==> src/rtl/mem_access_unit.sv <==
// mem_access_unit: MEM-stage data-memory access controller.
// Turns a single-cycle load/store request from EX/MEM into a handshaked
// memory transaction, stalling the pipeline until the memory acknowledges
// or a wait budget expires.
//
// Ports
//   clk_i, rst_i          clock; asynchronous active-low reset
//   M_i[1:0]              {MemRead, MemWrite} from EX/MEM
//   addr_i, wdata_i       byte address (ALU result) and store data
//   rdata_o               load data toward MEM/WB
//   stall_o               freezes PC and pipeline registers (combinational)
//   err_o                 sticky access error (misaligned, 2'b11, timeout)
//   mem_req_o, mem_we_o   memory request / write enable
//   mem_addr_o            word address (byte address >> 2)
//   mem_wdata_o           store data toward memory
//   mem_ack_i             memory completion
//   mem_rdata_i           memory read data, valid with mem_ack_i
module mem_access_unit #(
  // Maximum BUSY cycles spent waiting for mem_ack_i; must be at least 1.
  parameter int unsigned TIMEOUT_CYC = 64
) (
  input  logic        clk_i,
  input  logic        rst_i,
  input  logic [1:0]  M_i,
  input  logic [31:0] addr_i,
  input  logic [31:0] wdata_i,
  output logic [31:0] rdata_o,
  output logic        stall_o,
  output logic        err_o,
  output logic        mem_req_o,
  output logic        mem_we_o,
  output logic [31:0] mem_addr_o,
  output logic [31:0] mem_wdata_o,
  input  logic        mem_ack_i,
  input  logic [31:0] mem_rdata_i
);

  // Counter only has to reach TIMEOUT_CYC-1 before the expiry edge.
  localparam int unsigned CNT_W  = (TIMEOUT_CYC > 2) ? $clog2(TIMEOUT_CYC) : 1;
  localparam int unsigned WADR_W = 30;

  typedef enum logic [1:0] {
    IDLE = 2'd0,
    BUSY = 2'd1,
    DONE = 2'd2
  } state_e;

  state_e              state_q, state_d;
  logic [CNT_W-1:0]    cnt_q, cnt_d;
  logic [WADR_W-1:0]   waddr_q, waddr_d;
  logic [31:0]         wdata_q, wdata_d;
  logic                we_q, we_d;
  logic                req_q, req_d;
  logic [31:0]         rdata_q, rdata_d;
  logic                err_q, err_d;
  logic                stall_c;

  // Request decode
  logic is_load, is_store, aligned, valid_op, illegal_op, last_wait;

  assign is_load    = (M_i == 2'b10);
  assign is_store   = (M_i == 2'b01);
  assign aligned    = (addr_i[1:0] == 2'b00);
  assign valid_op   = (is_load || is_store) && aligned;
  assign illegal_op = (M_i == 2'b11) || ((is_load || is_store) && !aligned);
  // This BUSY cycle is the last one allowed without an ack.
  assign last_wait  = (cnt_q == CNT_W'(TIMEOUT_CYC - 1));

  // State and datapath registers
  always_ff @(posedge clk_i or negedge rst_i) begin
    if (!rst_i) begin
      state_q <= IDLE;
      cnt_q   <= '0;
      waddr_q <= '0;
      wdata_q <= '0;
      we_q    <= 1'b0;
      req_q   <= 1'b0;
      rdata_q <= '0;
      err_q   <= 1'b0;
    end else begin
      state_q <= state_d;
      cnt_q   <= cnt_d;
      waddr_q <= waddr_d;
      wdata_q <= wdata_d;
      we_q    <= we_d;
      req_q   <= req_d;
      rdata_q <= rdata_d;
      err_q   <= err_d;
    end
  end

  // Next-state and datapath update
  always_comb begin
    state_d = state_q;
    cnt_d   = cnt_q;
    waddr_d = waddr_q;
    wdata_d = wdata_q;
    we_d    = we_q;
    req_d   = req_q;
    rdata_d = rdata_q;
    err_d   = err_q;
    stall_c = 1'b0;

    unique case (state_q)
      IDLE: begin
        if (valid_op) begin
          // Stall now so the instruction stays in EX/MEM while we latch it.
          stall_c = 1'b1;
          state_d = BUSY;
          cnt_d   = '0;
          waddr_d = addr_i[31:2];
          wdata_d = wdata_i;
          we_d    = is_store;
          req_d   = 1'b1;
        end else if (illegal_op) begin
          err_d = 1'b1;
        end
      end

      BUSY: begin
        stall_c = 1'b1;
        // Ack takes priority over an expiring wait budget.
        if (mem_ack_i) begin
          state_d = DONE;
          req_d   = 1'b0;
          we_d    = 1'b0;
          if (!we_q) begin
            rdata_d = mem_rdata_i;
          end
        end else if (last_wait) begin
          state_d = DONE;
          req_d   = 1'b0;
          we_d    = 1'b0;
          err_d   = 1'b1;
          if (!we_q) begin
            rdata_d = '0;
          end
        end else begin
          cnt_d = cnt_q + CNT_W'(1);
        end
      end

      // Pipeline advances on this edge; the stalled instruction leaves EX/MEM.
      DONE: begin
        state_d = IDLE;
      end

      default: begin
        state_d = IDLE;
      end
    endcase
  end

  assign rdata_o     = rdata_q;
  assign err_o       = err_q;
  assign mem_req_o   = req_q;
  assign mem_we_o    = we_q;
  assign mem_addr_o  = {2'b00, waddr_q};
  assign mem_wdata_o = wdata_q;
  // Gate with reset so a valid request on M_i cannot stall during reset.
  assign stall_o     = rst_i && stall_c;

endmodule

==> config.mk <==
export PLATFORM = sky130hd
export DESIGN_NAME = mem_access_unit
export DESIGN_NICKNAME = d
export VERILOG_FILES = /design/src/rtl/mem_access_unit.sv
export SDC_FILE = /design/constraint.sdc
export NUM_CORES = 1
export LEC_CHECK = 0
export CORE_UTILIZATION = 42
export CTS_BUF_LIST = sky130_fd_sc_hd__clkbuf_4 sky130_fd_sc_hd__clkbuf_8
export DETAILED_ROUTE_END_ITERATION = 16
export PLACE_DENSITY = 0.84
export SLEW_MARGIN = 40
export SYNTH_ARGS = -nofsm -noshare
export SYNTH_HDL_FRONTEND = slang
export SYNTH_SLANG_ARGS = --single-unit
==> constraint.sdc <==
create_clock -name clk_i -period 2.08 [get_ports clk_i]
set_input_delay 0.208 -clock clk_i [delete_from_list [all_inputs] [get_ports clk_i]]
set_output_delay 0.208 -clock clk_i [all_outputs]
set_load 0.01 [all_outputs]
==> Word level (Yosys, flattened, before mapping) <==
Cells that the tools add are included.
{ "totals": {"register_bits": 105, "input_bits": 101, "output_inout_bits": 100, "word_cells": 63} }
{ "classes": {"eq_ne": 12, "n_addsub": 1, "muxes": 25, "reduce_logical": 16, "n_bitwise": 1} }
{ "op_table": {"columns": ["operator", "n"], "rows": [
  ["2-to-1 mux 32 bit", 4],
  ["2-to-1 mux 6 bit", 3],
  ["!= test 2 bit, second input constant", 6],
  ["case mux 6 bit (2 select lines)", 1],
  ["2-to-1 mux 1 bit", 9],
  ["case mux 1 bit (2 select lines)", 4],
  ["adder 6 x 1 -> 6 bit, second input constant", 1],
  ["equality test 6 bit, second input constant", 1],
  ["2-to-1 mux 2 bit", 3],
  ["AND reduction 3 bit", 2],
  ["AND reduction 5 bit", 1],
  ["equality test 2 x 1 -> 1 bit, second input constant", 2],
  ["equality test 2 bit, second input constant", 2],
  ["zero test 2 bit", 2],
  ["case mux 2 bit (2 select lines)", 1],
  ["AND reduction 2 bit", 2],
  ["AND reduction 4 bit", 1],
  ["nonzero test 2 bit", 2],
  ["logical AND 1 bit", 3],
  ["!= test 3 bit, second input constant", 1],
  ["logical OR 1 bit", 2],
  ["zero test 1 bit", 1],
  ["inverter 1 bit", 1]
]} }

==> Depth between registers and ports, before layout <==
{ "depth": {"depth_word": 7, "ltp_mapped": 8, "depth_no_buf": 6} }

==> Worst setup path after synthesis <==
OpenSTA, ideal clock, no wires.
{ "synth_path": {"path_kind": "input to register", "startpoint": "input M_i[1]", "endpoint": "register cnt_q[0]", "path_buffers": 0, "setup_slack_ns": 0.304, "setup_time_ns": 0.125, "arrival_ns": 1.651, "required_ns": 1.955, "stages": 6, "cell_sequence": "inv_1 -> ha_1 -> or3_4 -> or3_4 -> o21a_2 -> mux2_2"} }
{ "synth_between": {"elab_chain_len": 5, "elab_cells_between_ends": 6, "classes_between": "eq/ne: 3; reduce/logical: 3"} }
{ "synth_rtl": {"columns": ["item", "line", "source"], "rows": [
  ["start: declaration", "24", "input logic [1:0] M_i,"],
  ["equality test 2 bit / equality test 2 x 1 -> 1 bit (equally long branches)", "61, 62", null],
  ["logical OR 1 bit *", "64", "assign valid_op = (is_load || is_store) && aligned;"],
  ["logical AND 1 bit *", "64", null],
  ["!= test 2 bit (no line) *", null, null],
  ["AND reduction 4 bit (no line) *", null, null],
  ["end signal: assignment", "82", "cnt_q <= cnt_d;"],
  ["end: declaration", "49", "logic [CNT_W-1:0] cnt_q, cnt_d;"]
]} }
Mark *: on every way between the ends. The rest lies on a longest branch, timed or not.
A chain may end at the register's enable or synchronous reset.

==> Final worst setup path <==
{ "layout_path": {"startpoint": "input M_i[1]", "endpoint": "register cnt_q[3]"} }
The elaborated chain is that of the path after synthesis.

==> key figures <==
Status
  • Status: finished, final reports clean

Clock network
  • Clock Tree Root: clkbuf_8
  • CTS sink cnt: 105
  • Bufs on Longest Clock Path: 2
  • Setup bufs post-CTS: 0
  • Htree depth: 3
  • CTS tree: yes
  • Clock transition at path regs: 90 ps
  • Total clock buffers created by CTS: 9
  • Clock Latency Late Sink: 360 ps

STA
  • Final-report max-slew violation count: 0
  • Highest Clock Rate: 486.0 MHz
  • Setup violators final: 0
  • Max transition margin: 64.25%
  • Hold WS: 331.2 ps
  • Fin. Hold Viols: 0
  • Slew @ Worst Pin: 536.3 ps
  • Layout Skew: 19.87 ps
  • Tcrit/Tclk final: 98.93%
  • Minimum clock period: 2058 ps

Global route
  • GRT Overall Usage: 21.94%
  • Antenna violations before repair: 0
  • Largest net degree at the start of global routing: 106
  • First-pass GRT wire length: 17,370 um
  • Total gr overflow: 0
  • Vias in the first global route: 3,609

Critical path
  • Register-to-register setup slack: 320 ps
  • Worst Reg-to-Reg Cells: 5
  • Reg-to-reg critical path endpoint: rdata_o[29]$_DFFE_PN0P_
  • CP Data Arrival Time: 2290 ps
  • Max FO, Critical Path: 4
  • RR Startpoint: state_q[1]$_DFFE_PN0P_
  • Worst setup path class: input pin to register
  • CP required: 2310 ps
  • CP Capture Type: register
  • Startpoint types: input pin

Placed design
  • Cell count after placement: 716
  • IO Port Bufs: 198
  • GPL Wtd Cong: 0.7924
  • HPWL Detailed: 7790 um

Drt
  • Via density: 4.823
  • DRT iter0 DRCs: 154
  • DRC: 0
  • DR WL/cell: 14.89 um
  • Final WL: 10,930 um
  • Vias after detailed routing: 3,540
  • Routed Antenna Nets: 0
  • 1st-pass router iterations: 4

Synthesis
  • Post-synthesis async set-or-reset flop share: 100.0%
  • Yosys cell types: 31
  • Post-synthesis register bit count: 105
  • Mapped Avg Cell Area: 10.30 sq um
  • Mapped cell area: 0.004090 sq mm
  • Primary FF master, synth: dfrtp_1
  • Post-synth EDFFs: 0
  • Synth Instances: 397
  • Total number of yosys warnings: 0
  • Seq/Total Area, Yosys: 64.24%

Worst hold path
  • Hold crit path type: input pin to register
  • Worst Hold Endpoint: mem_we_o$_DFFE_PN0P_
  • Min-delay src: M_i[0]
  • Cell depth of the worst hold path: 4

Cells and area
  • Fillers: 717
  • Final non-filler cell total: 734
  • Seq. cell area: 0.002628 sq mm
  • Multi-input gate area: 0.001334 sq mm
  • Most frequent cells in the layout: clkdlybuf4s50_1 (195), nand2_1 (190), dfrtp_1 (105)
  • Final nets: 704
  • Final core utilization: 69.38%
  • Layout area overhead: 58.21%
  • Most common cell after layout, fill and taps aside: clkdlybuf4s50_1
  • Ant. Diodes: 0
  • Share of cells above drive strength 1: 7.273%

Die
  • Row Count: 35
  • Die ar.: 0.01014 sq mm
  • Io pins: 201
  • Die Wd: 100.7 um
  • Total core area: 0.009328 sq mm
  • Chip height: 100.7 um
  • Initial Util: 43.85%

Run
  • Max_cap viols: 0

Power
  • PwrDens: 1076 mW/mm^2
  • P_leak: 3.091 nW
  • Max VDD drop: 0.0004856 V
## worst max-delay path by stage
stage | start | endpoint | slack (ps) | cells past startpoint
after global routing | M_i[1] | cnt_q[5]$_DFFE_PN0P_ | -3 | 9
after global placement | M_i[1] | stall_o | -420 | 7
after CTS | M_i[1] | stall_o | 20 | 7
after floorplan | M_i[1] | cnt_q[0]$_DFFE_PN0P_ | 300 | 6
after detailed placement | M_i[1] | stall_o | -520 | 7
final | M_i[1] | cnt_q[3]$_DFFE_PN0P_ | 20 | 9
## kinds of logic (layout without fill, tap and decap cells)
family / Yosys count / in the layout / synth area share, %
fa+ha+maj: 3 / 3 / 0.9178
compound gates: 47 / 47 / 9.300
mux: 3 / 3 / 0.7648
buf+inv: 28 / 235 / 4.129
other cells: 1 / 2 / 0.09168
simple gates: 210 / 210 / 20.56
flops: 105 / 105 / 64.24
## synthesized netlist by cell type (all sizes together), types with 2 or more instances
| library cell | count | area, sq um |
|---|---|---|
| or3 | 2 | 22.52 |
| mux2i | 2 | 20.02 |
| ha | 3 | 37.54 |
| a21oi | 4 | 20.02 |
| inv | 6 | 22.52 |
| o2bb2ai | 3 | 26.28 |
| nor3 | 5 | 36.29 |
| a22o | 32 | 280.3 |
| o21ai | 4 | 20.01 |
| clkbuf | 5 | 18.77 |
| dfrtp | 105 | 2628 |
| nand2 | 190 | 713.2 |
| buf | 17 | 127.6 |
| nand3 | 3 | 15.01 |
| nor2 | 4 | 15.01 |
## routing by layer
| metal | GRT usage (%) | up-vias | wire length, um |
|---|---|---|---|
| met5 | 0 | - | 0 |
| met2 | 38.15 | 139 | 5531 |
| met1 | 26.37 | 1694 | 4389 |
| met3 | 5.201 | 26 | 729 |
| met4 | 8.584 | 0 | 281 |
| li1 | - | 1681 | - |
## flip-flops by register name (all words and copies together), names as in the netlist
signal / cells
mem_req_o: 1
mem_we_o: 1
state_q: 2
waddr_q: 30
cnt_q: 6
err_o: 1
rdata_o: 32
mem_wdata_o: 32
## final cells by class
type / instances / area share, %
Clock buffer: 10 / 2.127
Clock inverter: 6 / 0.7347
Inverter: 6 / 0.3480
Multi-Input combinational cell: 265 / 20.61
Sequential cell: 105 / 40.60
Tap cell: 129 / 2.494
Timing Repair Buffer: 213 / 33.08
## critical path: stages
cell,delay [ps]
clkdlybuf4s50_1,500
inv_2,70
ha_4,220
or3_4,390
buf_4,160
or3_4,350
o21a_2,150
buf_4,140
o2bb2ai_1,110
## what timing repair did
item	4_1_cts	5_1_grt
endpoints found under the setup margin	2	7
hold endpoints to repair	101	0
gates resized for setup	9	3
hold buffers	1	0
pin swaps	1	1
## stage by stage
| step | TNS, ps | instance area [sq um] | worst slack (ps) | power, W |
|---|---|---|---|---|
| 6_report | 0 | 6471 | 22.20 | 0.006961 |
| 5_1_grt | -3.370 | 6471 | -3.370 | 0.007365 |
| 4_1_cts | 0 | 6450 | 22.04 | 0.007018 |
| 3_3_place_gp | -21270 | 6227 | -417.4 | 0.005704 |
| 3_5_place_dp | -23780 | 6235 | -524.4 | 0.005807 |
| 2_1_floorplan | 0 | 4094 | 304.3 | 0.004074 |
## power breakdown
group	total, W	switching, W	internal [W]
sequential	0.00311	0.000410	0.00270
clock	0.00119	0.000705	0.000482
combinational	0.00266	0.00106	0.00161
total	0.00696	0.00217	0.00479
(Power assumes the default switching activity.)
